===== config.mk =====
export PLATFORM = sky130hd
export DESIGN_NAME = sensor_reader
export DESIGN_NICKNAME = d
export VERILOG_FILES = /design/src/rtl/sensor_reader.sv
export SDC_FILE = /design/constraint.sdc
export NUM_CORES = 1
export LEC_CHECK = 0
export BUFFER_PORTS_ARGS = -buffer_cell sky130_fd_sc_hd__buf_2
export CAP_MARGIN = 40
export CORE_MARGIN = 2
export CORE_UTILIZATION = 45
export DETAILED_ROUTE_END_ITERATION = 7
export PLACE_DENSITY = 0.78
export RECOVER_POWER = 25
export SLEW_MARGIN = 20
export SYNTH_ARGS = -nofsm -noshare
export SYNTH_HDL_FRONTEND = slang
export SYNTH_SLANG_ARGS = --single-unit
export TNS_END_PERCENT = 20

===== constraint.sdc =====
create_clock -name clk -period 1.69 [get_ports clk]
set_input_delay 0.0845 -clock clk [delete_from_list [all_inputs] [get_ports clk]]
set_output_delay 0.0845 -clock clk [all_outputs]
set_load 0.05 [all_outputs]

===== src/rtl/sensor_reader.sv =====
// Round-robin reader for three 3-axis sensors: fetches X/Y/Z of the granted
// sensor, acknowledges its ready flag, then offers one packet downstream.
module sensor_reader #(
  parameter int DATA_W = 16
) (
  input  logic              clk,
  input  logic              n_rst,
  input  logic              acc_ready,
  input  logic              gyro_ready,
  input  logic              mag_ready,
  output logic              acc_read,
  output logic              gyro_read,
  output logic              mag_read,
  output logic [1:0]        sensor_sel,
  output logic [1:0]        axis_sel,
  input  logic [DATA_W-1:0] sensor_data,
  output logic              out_valid,
  input  logic              out_ready,
  output logic [1:0]        out_id,
  output logic [DATA_W-1:0] out_x,
  output logic [DATA_W-1:0] out_y,
  output logic [DATA_W-1:0] out_z,
  output logic [7:0]        out_seq,
  output logic              busy
);

  typedef enum logic [2:0] {IDLE, FETCH_X, FETCH_Y, FETCH_Z, ACK, SEND} state_t;

  state_t            state_q, state_d;
  logic [1:0]        grant_q, grant_d;
  logic [1:0]        last_q, last_d;
  logic [1:0]        sensor_sel_q, sensor_sel_d;
  logic [1:0]        axis_sel_q, axis_sel_d;
  logic [1:0]        out_id_q, out_id_d;
  logic [DATA_W-1:0] out_x_q, out_x_d;
  logic [DATA_W-1:0] out_y_q, out_y_d;
  logic [DATA_W-1:0] out_z_q, out_z_d;
  logic [7:0]        out_seq_q, out_seq_d;

  logic [2:0] ready_vec;
  logic [1:0] rr_start;
  logic [1:0] cand;
  logic [1:0] pick;
  logic       pick_found;

  function automatic logic [1:0] wrap3(input logic [2:0] v);
    return (v >= 3'd3) ? 2'(v - 3'd3) : v[1:0];
  endfunction

  assign ready_vec = {mag_ready, gyro_ready, acc_ready};

  // Search begins one past the last sensor served; scanning from the far end
  // lets the nearest ready candidate overwrite the others.
  always_comb begin
    rr_start   = wrap3({1'b0, last_q} + 3'd1);
    cand       = rr_start;
    pick       = rr_start;
    pick_found = 1'b0;
    for (int k = 2; k >= 0; k--) begin
      cand = wrap3({1'b0, rr_start} + 3'(k));
      if (ready_vec[cand]) begin
        pick       = cand;
        pick_found = 1'b1;
      end
    end
  end

  always_ff @(posedge clk) begin
    if (!n_rst) begin
      state_q      <= IDLE;
      grant_q      <= 2'd0;
      last_q       <= 2'd2;
      sensor_sel_q <= 2'd0;
      axis_sel_q   <= 2'd0;
      out_id_q     <= 2'd0;
      out_x_q      <= '0;
      out_y_q      <= '0;
      out_z_q      <= '0;
      out_seq_q    <= 8'd0;
    end else begin
      state_q      <= state_d;
      grant_q      <= grant_d;
      last_q       <= last_d;
      sensor_sel_q <= sensor_sel_d;
      axis_sel_q   <= axis_sel_d;
      out_id_q     <= out_id_d;
      out_x_q      <= out_x_d;
      out_y_q      <= out_y_d;
      out_z_q      <= out_z_d;
      out_seq_q    <= out_seq_d;
    end
  end

  always_comb begin
    state_d      = state_q;
    grant_d      = grant_q;
    last_d       = last_q;
    sensor_sel_d = sensor_sel_q;
    axis_sel_d   = axis_sel_q;
    out_id_d     = out_id_q;
    out_x_d      = out_x_q;
    out_y_d      = out_y_q;
    out_z_d      = out_z_q;
    out_seq_d    = out_seq_q;
    case (state_q)
      IDLE: begin
        if (pick_found) begin
          grant_d      = pick;
          sensor_sel_d = pick;
          axis_sel_d   = 2'd0;
          state_d      = FETCH_X;
        end
      end
      FETCH_X: begin
        out_x_d    = sensor_data;
        axis_sel_d = 2'd1;
        state_d    = FETCH_Y;
      end
      FETCH_Y: begin
        out_y_d    = sensor_data;
        axis_sel_d = 2'd2;
        state_d    = FETCH_Z;
      end
      FETCH_Z: begin
        out_z_d = sensor_data;
        state_d = ACK;
      end
      ACK: begin
        out_id_d = grant_q;
        state_d  = SEND;
      end
      SEND: begin
        if (out_ready) begin
          out_seq_d = out_seq_q + 8'd1;
          last_d    = grant_q;
          state_d   = IDLE;
        end
      end
      default: state_d = IDLE;
    endcase
  end

  // Gating with n_rst suppresses the acknowledge in a cycle where reset is asserted.
  assign acc_read   = n_rst && (state_q == ACK) && (grant_q == 2'd0);
  assign gyro_read  = n_rst && (state_q == ACK) && (grant_q == 2'd1);
  assign mag_read   = n_rst && (state_q == ACK) && (grant_q == 2'd2);

  assign sensor_sel = sensor_sel_q;
  assign axis_sel   = axis_sel_q;
  assign out_valid  = (state_q == SEND);
  assign busy       = (state_q != IDLE);
  assign out_id     = out_id_q;
  assign out_x      = out_x_q;
  assign out_y      = out_y_q;
  assign out_z      = out_z_q;
  assign out_seq    = out_seq_q;

endmodule


# == Yosys cells after proc, flatten, opt, wreduce, memory -nomap -nowiden ==
# Cells that the tools add are included.
# totals
in_bits,22
reg_bits,67
out_inout_bits,67
# op_classes
n_mux,21
addsub,8
eq_ne,9
n_reduce_logical,12
order_cmp,7
# op_table
operator,count
3-bit one-hot mux with 6 select lines,1
2-bit 2-to-1 mux,8
"3-bit by 2-bit greater-or-equal comparator with 1-bit output, second input constant",3
"2-bit by 3-bit < comparator with 1-bit output, second input constant",3
"8-bit by 1-bit adder with 8-bit output, second input constant",1
2-bit AND reduction,4
"2-bit subtractor, second input constant",4
"2-bit by 1-bit adder with 3-bit output, second input constant",2
1-bit binary-select mux with 2-bit select,3
"3-bit by 2-bit equality test with 1-bit output, second input constant",2
"3-bit equality test, second input constant",2
1-bit 2-to-1 mux,6
3-bit 2-to-1 mux,2
2-bit one-hot mux with 3 select lines,1
3-bit nonzero test,2
1-bit logical AND,4
"2-bit by 2-bit adder with 3-bit output, second input constant",1
"3-bit by 1-bit equality test with 1-bit output, second input constant",1
3-bit zero test,1
"2-bit by 1-bit equality test with 1-bit output, second input constant",1
"2-bit equality test, second input constant",1
"2-bit greater-or-equal comparator, second input constant",1
2-bit zero test,1
"2-bit by 1-bit inequality test with 1-bit output, second input constant",1
"2-bit inequality test, second input constant",1

# == Longest topological paths before layout ==
# Gate-level depths: netlist (run 1).
# depth
ltp_word,13
ltp_mapped,7
ltp_nobuf,7

# == Worst setup path before layout (run 1) ==
# OpenSTA, ideal clock, no wires.
# synth_path
path_kind,register to output
startpoint,register state_q[1]
endpoint,output port mag_read
t_required_ps,1605
arrival_time_ps,2023
path_stages_with_launch,5
path_slack_ps,-418
cell_sequence,dfxtp_1 -> buf_2 -> nor2_1 -> nand3_1 -> nor3b_1
# synth_between
elab_chain_len,3
# synth_rtl
item,line,source
start: declaration,29,"state_t state_q, state_d;"
start signal: assignment,81,state_q <= state_d;
3-bit equality test,146,assign mag_read = n_rst && (state_q == ACK) && (grant_q == 2'd2);
1-bit logical AND (2 in series),146,
end: declaration,13,"output logic mag_read,"
# No other way between the ends.

# == Worst setup path in the final report (run 1) ==
# layout_path
startpoint,register last_q[0]
endpoint,register axis_sel_q[0] (netlist: axis_sel[0])
# layout_between
elab_chain_len,13
elab_cells_between_ends,26
cone_classes,7 x add/sub; 4 x order compare; 1 x eq/ne; 13 x mux; 1 x reduce/logical
# layout_rtl
item,line,source
start: declaration,31,"logic [1:0] last_q, last_d;"
start signal: assignment,83,last_q <= last_d;
2-bit by 1-bit adder with 3-bit output *,55,"rr_start = wrap3({1'b0, last_q} + 3'd1);"
3-bit by 2-bit greater-or-equal comparator with 1-bit output or 2-bit subtractor (tied branches),47,return (v >= 3'd3) ? 2'(v - 3'd3) : v[1:0];
2-bit 2-to-1 mux *,47,
2-bit by 2-bit adder with 3-bit output,60,"cand = wrap3({1'b0, rr_start} + 3'(k));"
3-bit by 2-bit greater-or-equal comparator with 1-bit output or 2-bit subtractor (tied branches),47,
2-bit 2-to-1 mux,47,
1-bit binary-select mux with 2-bit select,61,if (ready_vec[cand]) begin
1-bit 2-to-1 mux (implied by the code),61,
1-bit 2-to-1 mux (2 in series),61,
1-bit 2-to-1 mux *,61,
2-bit inequality test (no line) *,n/a,
2-bit AND reduction (no line) *,n/a,
end signal: assignment,85,axis_sel_q <= axis_sel_d;
end: declaration,33,"logic [1:0] axis_sel_q, axis_sel_d;"
# Every way passes the cells marked *; elsewhere a longest branch is shown, timed or not. The select of a mux whose other input is x is not followed.
# A chain may end at the register's enable or synchronous reset.

==> results.py, run 1 <==
metrics = {
    "route": {
        "detail_route.wirelength_um": 7270,
        "vias": 2682,
        "dr.pass1.iters": 4,
        "via_per_inst": 5.00,
        "drc": 0,
        "wl_per_cell_um": 13.6,
        "ant_nets": 0,
        "drt_iter0_drc": 181,
    },
    "global_routing": {
        "grt_use_met2_pct": 34.4,
        "grt_pass1_wl_um": 11100,
        "track_usage_pct": 22.0,
        "grt_pass1_vias": 2437,
        "grt.overflow.total": 0,
        "grtUsageMet1_pct": 27.2,
        "grt_max_degree": 38,
        "top_usage_layer": "met2",
        "grt_antenna_before_repair": 0,
        "grt_use_met3_pct": 8.02,
    },
    "pwr": {
        "vdd_ir_drop_max_v": 0.000682,
        "leakagePower_nw": 1.52,
        "cellPowerDensity_mw_per_mm2": 1030,
    },
    "timing": {
        "final_hold_viol_count": 0,
        "fin_crit_sh_pct": 102,
        "fin_skew_ns": 0.00787,
        "rsz0062_at_grt": "true",
        "slew_viol_final": 0,
        "setup_violations": 2,
        "max_freq_mhz": 583,
        "slew_headroom_pct": 57.0,
        "worst_slew_pin_slew_ns": 0.646,
        "fin_crit_ns": 1.72,
        "finalWorstSetupSlack_ns": -0.0258,
    },
    "min_path": {
        "hold_start": "n_rst",
        "min_path_type": "input port to register",
    },
    "synth": {
        "syn_area_per_cell_um2": 8.06,
        "ys_types": 40,
        "synthAdderAreaFrac_pct": 2.31,
        "synth_ff_type": "dfxtp_1",
        "postSynth.asyncResetShare_pct": 0,
        "synth_top_area_cell": "dfxtp_1",
        "synth_xor_area_share_pct": 2.59,
        "synth_mux_area_share_pct": 0.370,
        "yosys-top-cells-area": "dfxtp_1, nand2_1, a21oi_1",
        "synth_cells": 336,
        "synthTopCellsByCount": "nand2_1, dfxtp_1, a21oi_1",
        "synth.most_common_cell": "nand2_1",
        "synth-simple-area-share_pct": 25.1,
        "synth_compound_area_share_pct": 16.4,
        "ys_seq_area_share_pct": 49.5,
        "syn-cell-area_mm2": 0.00271,
        "synth_top_area_share_pct": 49.5,
        "synth_top_family_by_area": "simple AND/OR/NAND/NOR gates",
        "synth_seq_cells": 67,
        "synth_edf_count": 0,
        "yosys_warnings": 0,
        "synth_fp_nets": 363,
    },
    "setup_path": {
        "critPathArrivalTime_ns": 1.98,
        "cp-end-kind": "register",
        "worst-path-max-fanout": 6,
        "critPathLaunchType": "register",
        "rr_startpoint": "last_q[0]",
        "path_class": "register to register",
        "crit_start": "last_q[0]",
        "required_ns": 1.96,
    },
    "cts": {
        "clk_pin_slew_ns": 0.07,
        "cts_buffer_depth": 2,
        "cts_buffers": 9,
        "clkSinkCount": 67,
        "cts_tree": "yes",
        "root_buffer": "clkbuf_8",
        "clk_latency_ns": 0.34,
        "htree_levels": 3,
    },
    "cells_and_area": {
        "final_layout_size_suffix_gt1_share_pct": 25.6,
        "num_antenna_cells": 0,
        "final_core_util_pct": 63.5,
        "fillers": 510,
        "area_growth_pct": 37.2,
        "final_nets": 484,
    },
    "floorplanning": {
        "die_x_um": 81.6,
        "die_h_um": 81.6,
        "dieArea_mm2": 0.00665,
        "io_pins": 89,
        "core_mm2": 0.00585,
        "initial_core_util_pct": 46.3,
        "num_rows": 28,
    },
    "placed_design": {
        "numPortBuffers": 88,
        "dp_hpwl_um": 4870,
        "globalplace.congestion": 0.939,
        "pre_cts_ws_ns": -0.200,
    },
    "run": {
        "maxCapViolCount": 0,
    },
    "run_status": {
        "status": "finished, violations left",
        "violations": "negative setup slack",
    },
}
## stage by stage
stage | cell area [µm²] | TNS, ns | hold slack, ns | total power, mW | std cells
detailed placement | 3340 | -0.555 | 0.353 | 2.66 | 503
global route | 3710 | -0.644 | 0.0366 | 3.98 | 536
CTS | 3720 | -0.0662 | 0.0172 | 3.85 | 535
global placement | 3340 | -0.318 | 0.351 | 2.64 | 503
floorplan | 2710 | -1.46 | 0.173 | 2.40 | 336
finish | 3710 | -0.0422 | 0.0290 | 3.81 | 536
## power by group
group	switching, mW	internal (mW)
logic	0.643	0.250
registers	0.0828	1.68
clock network	0.595	0.561
## cells in the final DEF, fill, tap and decap left out, types with 3 or more instances in the layout
cell type,n
a21oi_1,56
nand3_1,7
dlygate4sd3_1,16
nor2_1,10
o21ai_0,5
clkbuf_1,30
buf_2,56
clkbuf_8,10
buf_4,26
nor3_1,3
dfxtp_2,3
ha_4,3
a211oi_1,3
dfxtp_1,63
inv_1,3
xor2_1,6
inv_2,3
clkinvlp_4,3
nand2_1,110
## state kept, by name (all words and copies together), names as in the netlist
register	cells
out_x	16
axis_sel	2
out_seq	8
out_id	2
last_q	2
sensor_sel	2
out_y	16
state_q	3
out_z	16
## timing repair
| item | 4_1_cts | 5_1_grt |
|---|---|---|
| setup buffers | 1 | 1 |
| pin swaps | 3 | 8 |
| endpoints found under the setup margin | 7 | 9 |
| hold buffers | 16 | 0 |
| resized for setup | 12 | 11 |
| endpoints found under the hold margin | 37 | 0 |
## worst max-delay path, stage by stage, from the launching register on
cell      delay, ns
dfxtp_4        0.38
inv_4          0.05
ha_4           0.17
a22o_1         0.26
o21bai_4       0.18
nand4_4        0.13
or3b_1         0.36
a31oi_1        0.12
## layout make-up
type	instances	area [µm²]	area share, %
repair buffers	129	763	20.6
multi-input cells	243	1310	35.3
clock inverters	4	27.5	0.741
inverters	7	28.8	0.775
flip-flops and latches	67	1350	36.3
well taps	75	93.8	2.53
clock buffers	11	141	3.81
## final timing paths
| kind | endpoint | slack [ns] | cells after the start |
|---|---|---|---|
| worst min register to register | out_z[7] | 0.45 | 2 |
| worst max-delay path | axis_sel[0] | -0.03 | 7 |
| worst max register to register | axis_sel[0] | -0.03 | 7 |
| worst min-delay path | last_q[1] | 0.03 | 2 |
## metal layers
layer | part of all wire, % | up-vias
li1 | - | 1359
met1 | 42 | 1210
met2 | 48 | 90
met3 | 6.6 | 23
met4 | 3.3 | 0
met5 | 0 | -
## cells by family after synthesis
logic type	count (synthesis)
AND/OR/NAND/NOR	152
XOR/XNOR	8
adder cells (fa/ha/maj)	5
buffers and inverters	26
flip-flops	67
multiplexers	1
AO/OA/AOI/OAI	77
Note: power is estimated with default switching activity, not from simulation.
==> inputs of run 2 (changes only) <==
==> constraint.sdc (replaced) <==
create_clock -name clk -period 1.5 [get_ports clk]
set_input_delay 0.075 -clock clk [delete_from_list [all_inputs] [get_ports clk]]
set_output_delay 0.075 -clock clk [all_outputs]
set_load 0.05 [all_outputs]
==> run 2 against run 1 <==
  * The run still ends with negative setup slack left
  * Clock power increased by 23%
  * Sequential power increased by 13%
  * Non-clock buffer count increased by 3
  * Sequential share of layout area decreased by 0.94 points
  * Worst setup slack got worse by 0.20 ns
  * Flip-flop and latch count unchanged
  * Count of clock-buffer cells in the layout increased by 1
  * Worst hold slack improved by 0.038 ns
  * First-iteration DRC count increased by 12%
  * Final cell count increased by 0.75%
  * Cell area increased by 2.8%
  * Critical path type unchanged
==> results.py, run 2 (synthesized netlist as in run 1, its figures left out) <==
metrics = {
    "placed_design": {
        "dp_hpwl_um": 5010,
        "globalplace.congestion": 0.824,
        "pre_cts_ws_ns": -0.265,
        "numPortBuffers": 88,
    },
    "timing": {
        "holdWs_ns": 0.0675,
        "final_hold_viol_count": 0,
        "fin_skew_ns": 0.00646,
        "setup_tns_ns": -0.750,
        "rsz0062_at_grt": "true",
        "max_freq_mhz": 578,
        "setup_violations": 6,
        "slew_headroom_pct": 57.4,
        "slew_viol_final": 0,
        "fin_crit_ns": 1.73,
        "fin_crit_sh_pct": 115,
        "finalWorstSetupSlack_ns": -0.229,
        "worst_slew_pin_slew_ns": 0.642,
    },
    "floorplanning": {
        "initial_core_util_pct": 46.3,
        "dieArea_mm2": 0.00665,
        "io_pins": 89,
        "die_x_um": 81.6,
        "num_rows": 28,
        "die_h_um": 81.6,
        "core_mm2": 0.00585,
    },
    "pwr": {
        "cellPowerDensity_mw_per_mm2": 1180,
        "vdd_ir_drop_max_v": 0.000764,
        "finalPower_mw": 4.49,
        "leakagePower_nw": 1.56,
    },
    "min_path": {
        "hold_start": "out_ready",
        "hold_path_end": "state_q[2]",
        "holdPathStages": 3,
        "min_path_type": "input port to register",
    },
    "route": {
        "ant_nets": 0,
        "dr.pass1.iters": 4,
        "detail_route.wirelength_um": 7530,
        "wl_per_cell_um": 13.9,
        "vias": 2751,
        "drt_iter0_drc": 203,
        "drc": 0,
        "via_per_inst": 5.09,
    },
    "global_routing": {
        "grt_pass1_wl_um": 11800,
        "grt_antenna_before_repair": 0,
        "grt.overflow.total": 0,
        "grt_max_degree": 43,
        "grt_pass1_vias": 2501,
        "track_usage_pct": 23.2,
    },
    "cts": {
        "cts_buffers": 9,
        "clk_pin_slew_ns": 0.07,
        "root_buffer": "clkbuf_8",
        "cts_buffer_depth": 2,
        "clkSinkCount": 67,
        "cts_tree": "yes",
        "htree_levels": 3,
        "clk_latency_ns": 0.34,
    },
    "setup_path": {
        "worst-path-max-fanout": 6,
        "rr_endpoint": "axis_sel[0]",
        "critPathLaunchType": "register",
        "reg2reg_depth": 7,
        "required_ns": 1.76,
        "critPathArrivalTime_ns": 1.99,
        "rr_startpoint": "last_q[0]",
        "reg2reg_slack_ns": -0.23,
        "cp-end-kind": "register",
        "path_class": "register to register",
    },
    "cells_and_area": {
        "seq_area_mm2": 0.00135,
        "final_common_cell": "nand2_1",
        "layout_common_cells": "nand2_1, dfxtp_1, a21oi_1, buf_2, clkbuf_1",
        "num_antenna_cells": 0,
        "multi_input_area_mm2": 0.00135,
        "area_growth_pct": 40.9,
        "final_nets": 487,
        "final_layout_size_suffix_gt1_share_pct": 26.7,
        "fillers": 498,
    },
    "run_status": {
        "violations": "negative setup slack",
        "status": "finished, violations left",
    },
    "run": {
        "maxCapViolCount": 0,
    },
}
[run 2: repair_timing]
item	4_1_cts	5_1_grt
gates resized for setup	10	5
setup endpoints to repair	14	9
hold buffers	17	0
pin swaps	2	1
endpoints found under the hold margin	43	0
setup buffers	1	0
[run 2: layout make-up]
class | instances | share of cell area [%]
multi-input cells | 243 | 35.4
flip-flops and latches | 67 | 35.4
repair buffers | 132 | 21.1
clock buffers | 12 | 3.54
well taps | 75 | 2.46
clock inverters | 4 | 1.34
inverters | 7 | 0.754
[run 2: per-stage QoR]
stage | instances | area, µm² | utilization [%]
after global routing | 540 | 3820 | 65.2
final | 540 | 3820 | 65.2
after detailed placement | 506 | 3450 | 58.9
after CTS | 540 | 3840 | 65.6
after global placement | 506 | 3450 | 58.9
after floorplan | 336 | 2780 | -
[run 2: layer usage]
layer  vias up  part of all wire (%)  wire (µm)  global-route usage [%]
met5         -                     0          0                       0
met4         0                   2.1        155                    9.17
met3        13                   7.3        552                    7.36
met2        97                    50       3740                    39.0
met1      1266                    41       3080                    27.7
li1       1375                     -          -                       -
[run 2: worst max-delay path: stages, from the launching register on]
cell	delay (ns)
dfxtp_4	0.38
inv_4	0.04
ha_4	0.16
a22o_1	0.24
o21bai_4	0.18
nand4_4	0.13
or3b_1	0.38
a31oi_1	0.14
[run 2: power by group]
group	switching, mW	total, mW	internal (mW)
combinational	0.754	1.08	0.324
clock	0.660	1.43	0.770
sequential	0.0957	1.99	1.89
[run 2: how the worst max path moves through the flow]
stage                   start           to  slack (ns)  depth (start not counted)
floorplan           last_q[0]  axis_sel[0]       -0.11                          7
global placement    last_q[0]  axis_sel[0]       -0.18                          6
detailed placement  last_q[0]  axis_sel[0]       -0.26                          6
CTS                 last_q[0]  axis_sel[1]       -0.25                          7
global route        last_q[0]  axis_sel[0]       -0.34                          7
finish              last_q[0]  axis_sel[0]       -0.23                          7
